<file path="config.mk">
export PLATFORM = sky130hd
export DESIGN_NAME = memory_arbiter
export DESIGN_NICKNAME = d
export VERILOG_FILES = /design/src/rtl/cpu_types_pkg.sv /design/src/rtl/memory_arbiter.sv
export SDC_FILE = /design/constraint.sdc
export NUM_CORES = 1
export LEC_CHECK = 0
export ABC_AREA = 1
export CORE_AREA = 2 2 104 106
export CTS_CLUSTER_SIZE = 20
export DETAILED_ROUTE_END_ITERATION = 16
export DIE_AREA = 0 0 106 108
export GPL_TIMING_DRIVEN = 0
export PLACE_DENSITY = 0.63
export REMOVE_ABC_BUFFERS = 1
export SYNTH_ARGS = -nofsm -noshare
export SYNTH_HDL_FRONTEND = slang
export SYNTH_SLANG_ARGS = --single-unit
</file>
<file path="constraint.sdc">
create_clock -name CLK -period 2.8 [get_ports CLK]
set_input_delay 0.56 -clock CLK [delete_from_list [all_inputs] [get_ports CLK]]
set_output_delay 0.56 -clock CLK [all_outputs]
set_load 0.03 [all_outputs]
</file>
<file path="src/rtl/cpu_types_pkg.sv">
// Shared CPU memory-side types: RAM handshake encoding and the word returned on a failed access.
package cpu_types_pkg;

    typedef enum logic [1:0] {
        FREE   = 2'd0,
        BUSY   = 2'd1,
        ACCESS = 2'd2,
        ERROR  = 2'd3
    } ramstate_t;

    localparam logic [31:0] MEM_ERR_WORD = 32'hBAD1BAD1;

endpackage

</file>
<file path="src/rtl/memory_arbiter.sv">
// Single-port RAM arbiter between the icache (reads) and dcache (reads/writes),
// holding each grant until the RAM completes and pulsing the winner's wait low for one cycle.
module memory_arbiter
    import cpu_types_pkg::*;
#(
    parameter int STARVE_LIMIT = 4
) (
    input  logic        CLK,
    input  logic        nRST,
    input  logic        iREN,
    input  logic [31:0] iaddr,
    output logic        iwait,
    output logic [31:0] iload,
    input  logic        dREN,
    input  logic        dWEN,
    input  logic [31:0] daddr,
    input  logic [31:0] dstore,
    output logic        dwait,
    output logic [31:0] dload,
    output logic        ramREN,
    output logic        ramWEN,
    output logic [31:0] ramaddr,
    output logic [31:0] ramstore,
    input  logic [31:0] ramload,
    input  ramstate_t   ramstate,
    output logic        memerr
);
    // state  | meaning
    // IDLE   | no owner; arbitrate at the clock edge (also the bubble between transactions)
    // IGRANT | icache read owns the RAM port
    // DGRANT | dcache read or write owns the RAM port
    typedef enum logic [1:0] {IDLE, IGRANT, DGRANT} arb_state_t;

    localparam int SW = $clog2(STARVE_LIMIT + 1);
    localparam logic [SW-1:0] STARVE_MAX = SW'(STARVE_LIMIT);

    arb_state_t    state, state_next;
    logic [SW-1:0] starve;
    logic          d_req, ram_done, ram_err;
    logic [31:0]   done_word;

    assign d_req     = dREN | dWEN;
    assign ram_err   = (ramstate == ERROR);
    assign ram_done  = (ramstate == ACCESS) || ram_err;
    assign done_word = ram_err ? MEM_ERR_WORD : ramload;

    always_ff @(posedge CLK or negedge nRST) begin
        if (!nRST) state <= IDLE;
        else       state <= state_next;
    end

    always_comb begin
        state_next = state;
        ramREN     = 1'b0;
        ramWEN     = 1'b0;
        ramaddr    = '0;
        ramstore   = '0;
        iwait      = 1'b1;
        dwait      = 1'b1;
        iload      = '0;
        dload      = '0;
        case (state)
            IDLE: begin
                if (d_req && !(iREN && starve == STARVE_MAX)) state_next = DGRANT;
                else if (iREN)                                state_next = IGRANT;
            end
            DGRANT: begin
                ramaddr  = daddr;
                ramstore = dstore;
                ramWEN   = dWEN;
                ramREN   = dREN & ~dWEN;
                // completion wins over a request drop in the same cycle
                if (ram_done) begin
                    dwait      = 1'b0;
                    dload      = (dWEN && !ram_err) ? '0 : done_word;
                    state_next = IDLE;
                end else if (!d_req) begin
                    state_next = IDLE;
                end
            end
            IGRANT: begin
                ramaddr = iaddr;
                ramREN  = iREN;
                if (ram_done) begin
                    iwait      = 1'b0;
                    iload      = done_word;
                    state_next = IDLE;
                end else if (!iREN) begin
                    state_next = IDLE;
                end
            end
            default: state_next = IDLE;
        endcase
    end

    always_ff @(posedge CLK or negedge nRST) begin
        if (!nRST)                               memerr <= 1'b0;
        else if (state != IDLE && ram_err)       memerr <= 1'b1;
    end

    // Counts dcache wins taken while the icache was left waiting.
    always_ff @(posedge CLK or negedge nRST) begin
        if (!nRST) begin
            starve <= '0;
        end else if (state == IDLE) begin
            if (state_next == DGRANT)
                starve <= !iREN ? '0 : ((starve == STARVE_MAX) ? starve : starve + 1'b1);
            else if (state_next == IGRANT)
                starve <= '0;
        end
    end

endmodule

</file>
==> impl_results.md <==
* DIE WIDTH at 106 µm
* Status: completed
* Yosys reg bits at 6
* Routed WL at 10400 µm
* IO buf count at 267
* H-tree Lvls at 1
* Max cap viols at 0
* Via count at 3077
* DP Worst Slack at -1.010 ns
* Register area share after synthesis at 0.08225
* CP cell instances: clkdlybuf4s50_1 -> clkinv_8 -> nand2_8 -> nor3_1 -> clkdlybuf4s15_1
* Max IR drop VDD at 0.4262 mV
* RSZ-0062 raised after global routing: true
* Yosys warning count at 0
* Clk slew on worst S/H paths at 0.03 ns
* CP peak stage delay at 0.65 ns
* Worst setup SP type: input port
* Slew @ Worst Pin at 0.4238 ns
* Post-synthesis cell type count at 23
* Antenna violation net count after detailed routing at 0
* Final nets at 754
* Hold_buf cts at 0
* Antenna violations before repair at 0
* Worst endpoint data arrival time at 2.12 ns
* Min-delay worst type: flip-flop to flip-flop
* Crit-path slowest cell: clkdlybuf4s50_1
* Diode count at 0
* Mapped cell area at 0.001826 mm²
* PD cells at 616.2 mW/mm²
* Avg Vias per Cell at 4.125
* GRT Overall Usage at 0.1649
* DR pass1 iterations at 4
* DR DRC count at 0
* Critical Path RT at 2.24 ns
* Final Skew at 0.002758 ns
* Fmax at 0.3732 GHz
* Die footprint at 0.01145 mm²
* Crit end category: output pin
* DIE HEIGHT at 108 µm
* Longest Clk Path Bufs at 2
* Critical path peak fanout at 37
* CTS tree: done
* GP Congestion at 0.7740
* Setup CP Type: input port to output pin
* Setup violators final at 0
* Clock sinks at 6
* Final Hold Fails at 0
* WL/cell at 13.94 µm
* Cells after synthesis at 353
* P&R area growth vs syn at 150.0%
* Hpwl dp at 8126 µm
* CTS buffer count at 3
* Setup TNS at 0 ns
* Worst slew margin at 0.7171
* CTS Root Cell: clkbuf_8
* IO Pins at 268
* Initial Utilization at 0.1784
* Top cell family by delay on the critical path: buffers and inverters
* Layout cells sized above 1 at 0.1508
* Clk Latency, worst-skew pair at 0.23 ns
* Vias in the first global route at 2913
* Utilization after layout at 0.4460
* Total grt overflow at 0
* First DRT Iteration DRCs at 112
* Leakage at 2.538 nW
* Period utilization at 0.9568
* CP Buf/Inv Count at 3
* Cell Rows at 37
* Pin count of the biggest net entering global routing at 53
* Minimum clock period at 2.679 ns
* Fill cells at 1070
* Mapped Avg Cell Area at 5.171 µm²
* First-pass GRT wire length at 15150 µm
* Area of the core at 0.01023 mm²
* Setup ws final at 0.1208 ns
* Max Slew Vio Count at 0
==> per-stage QoR <==
step | power, W | hold WS [ns] | std cells | area (µm²)
finish | 0.002812 | 0.4826 | 746 | 4563
CTS | 0.002831 | 0.4904 | 746 | 4664
detailed placement | 0.002674 | 0.4827 | 732 | 4548
floorplan | 0.001559 | 0.2644 | 328 | 1683
global route | 0.002995 | 0.5240 | 746 | 4563
global placement | 0.002641 | 0.4702 | 731 | 4526
==> routing by layer <==
metal,share of wire,global-route usage,vias to the layer above
li1,-,-,1595
met1,0.40,0.1865,1343
met2,0.51,0.3111,130
met3,0.076,0.04882,9
met4,0.0091,0.02632,0
met5,0,0,-
==> report_power, final <==
part           total [W]  switching, W  internal, W
clock network   0.000132     0.0000392    0.0000925
logic            0.00254       0.00161     0.000933
registers       0.000142     0.0000273     0.000115
==> cell families after synthesis <==
kind of cell / share of synthesized area
adder cells (fa/ha/maj): 0.04798
AND/OR/NAND/NOR: 0.3969
flip-flops: 0.08225
buffers and inverters: 0.2385
XOR/XNOR: 0.004799
AO/OA/AOI/OAI: 0.2296
==> area by class of cell <==
cell class,count,area [µm²],share of cell area
Timing Repair inverter,1,7.507,0.001645
Sequential cell,6,150.1,0.03290
Multi-Input combinational cell,244,1277,0.2800
Tap cell,136,170.2,0.03729
Inverter,78,309.0,0.06773
Clock buffer,3,41.29,0.009049
Timing Repair Buffer,278,2608,0.5714
==> flip-flops by register name, summed over array words and instances, names as in the netlist <==
signal,count
memerr,1
starve,3
state,2
==> placed cells by master, fill, tap and decap left out <==
cell type / instances
a21oi_1: 60
a21oi_2: 12
buf_16: 1
buf_2: 2
buf_4: 9
buf_8: 1
clkbuf_2: 33
clkbuf_8: 3
clkdlybuf4s15_1: 2
clkdlybuf4s15_2: 9
clkdlybuf4s18_2: 1
clkdlybuf4s50_1: 169
clkinv_8: 1
clkinvlp_4: 2
dfrtp_1: 6
dlygate4sd1_1: 1
dlygate4sd2_1: 36
dlymetal6s2s_1: 14
ha_1: 5
ha_4: 2
inv_1: 75
inv_2: 1
nand2_1: 115
nand2_2: 1
nand2_4: 1
nand2_8: 1
nand3_1: 4
nand4_1: 1
nor2_1: 8
nor2_4: 1
nor3_1: 18
nor3_2: 10
o21ai_0: 2
o21bai_1: 1
or2_2: 1
xor2_1: 1
==> cell usage after synthesis <==
master / n / area share
nand2_1: 115 / 0.24
inv_1: 76 / 0.16
a21oi_1: 61 / 0.17
nor3_1: 18 / 0.049
buf_2: 15 / 0.041
a21oi_2: 11 / 0.053
nor3_2: 10 / 0.055
nor2_1: 8 / 0.016
ha_1: 7 / 0.048
dfrtp_1: 6 / 0.082
buf_1: 5 / 0.010
nand3_1: 4 / 0.011
buf_6: 3 / 0.019
buf_4: 2 / 0.0082
inv_2: 2 / 0.0041
nand2_4: 2 / 0.012
o21ai_0: 2 / 0.0055
nand2_2: 1 / 0.0034
nand4_1: 1 / 0.0034
nor2_4: 1 / 0.0062
o21bai_1: 1 / 0.0041
or2_2: 1 / 0.0034
xor2_1: 1 / 0.0048
==> worst paths after layout <==
check                                   start               endpoint  slack [ns]  cells after the start
max                               ramstate[0]               iload[8]        0.12                      5
min reg2reg                memerr$_DFFE_PN0P_     memerr$_DFFE_PN0P_        0.48                      1
min                        memerr$_DFFE_PN0P_     memerr$_DFFE_PN0P_        0.48                      1
min in group asynchronous                nRST  starve[2]$_DFFE_PN0P_        0.57                      1
max reg2reg                state[0]$_DFF_PN0_  starve[1]$_DFFE_PN0P_        0.44                     13
max in group asynchronous                nRST  starve[1]$_DFFE_PN0P_        2.01                      1
==> repair_timing <==
item	4_1_cts	5_1_grt
cloned	1	0
pin swaps	1	0
resized for setup	140	85
endpoints found under the setup margin	131	55
buffers inserted	10	0
No activity file was read; power rests on OpenSTA's default activity.
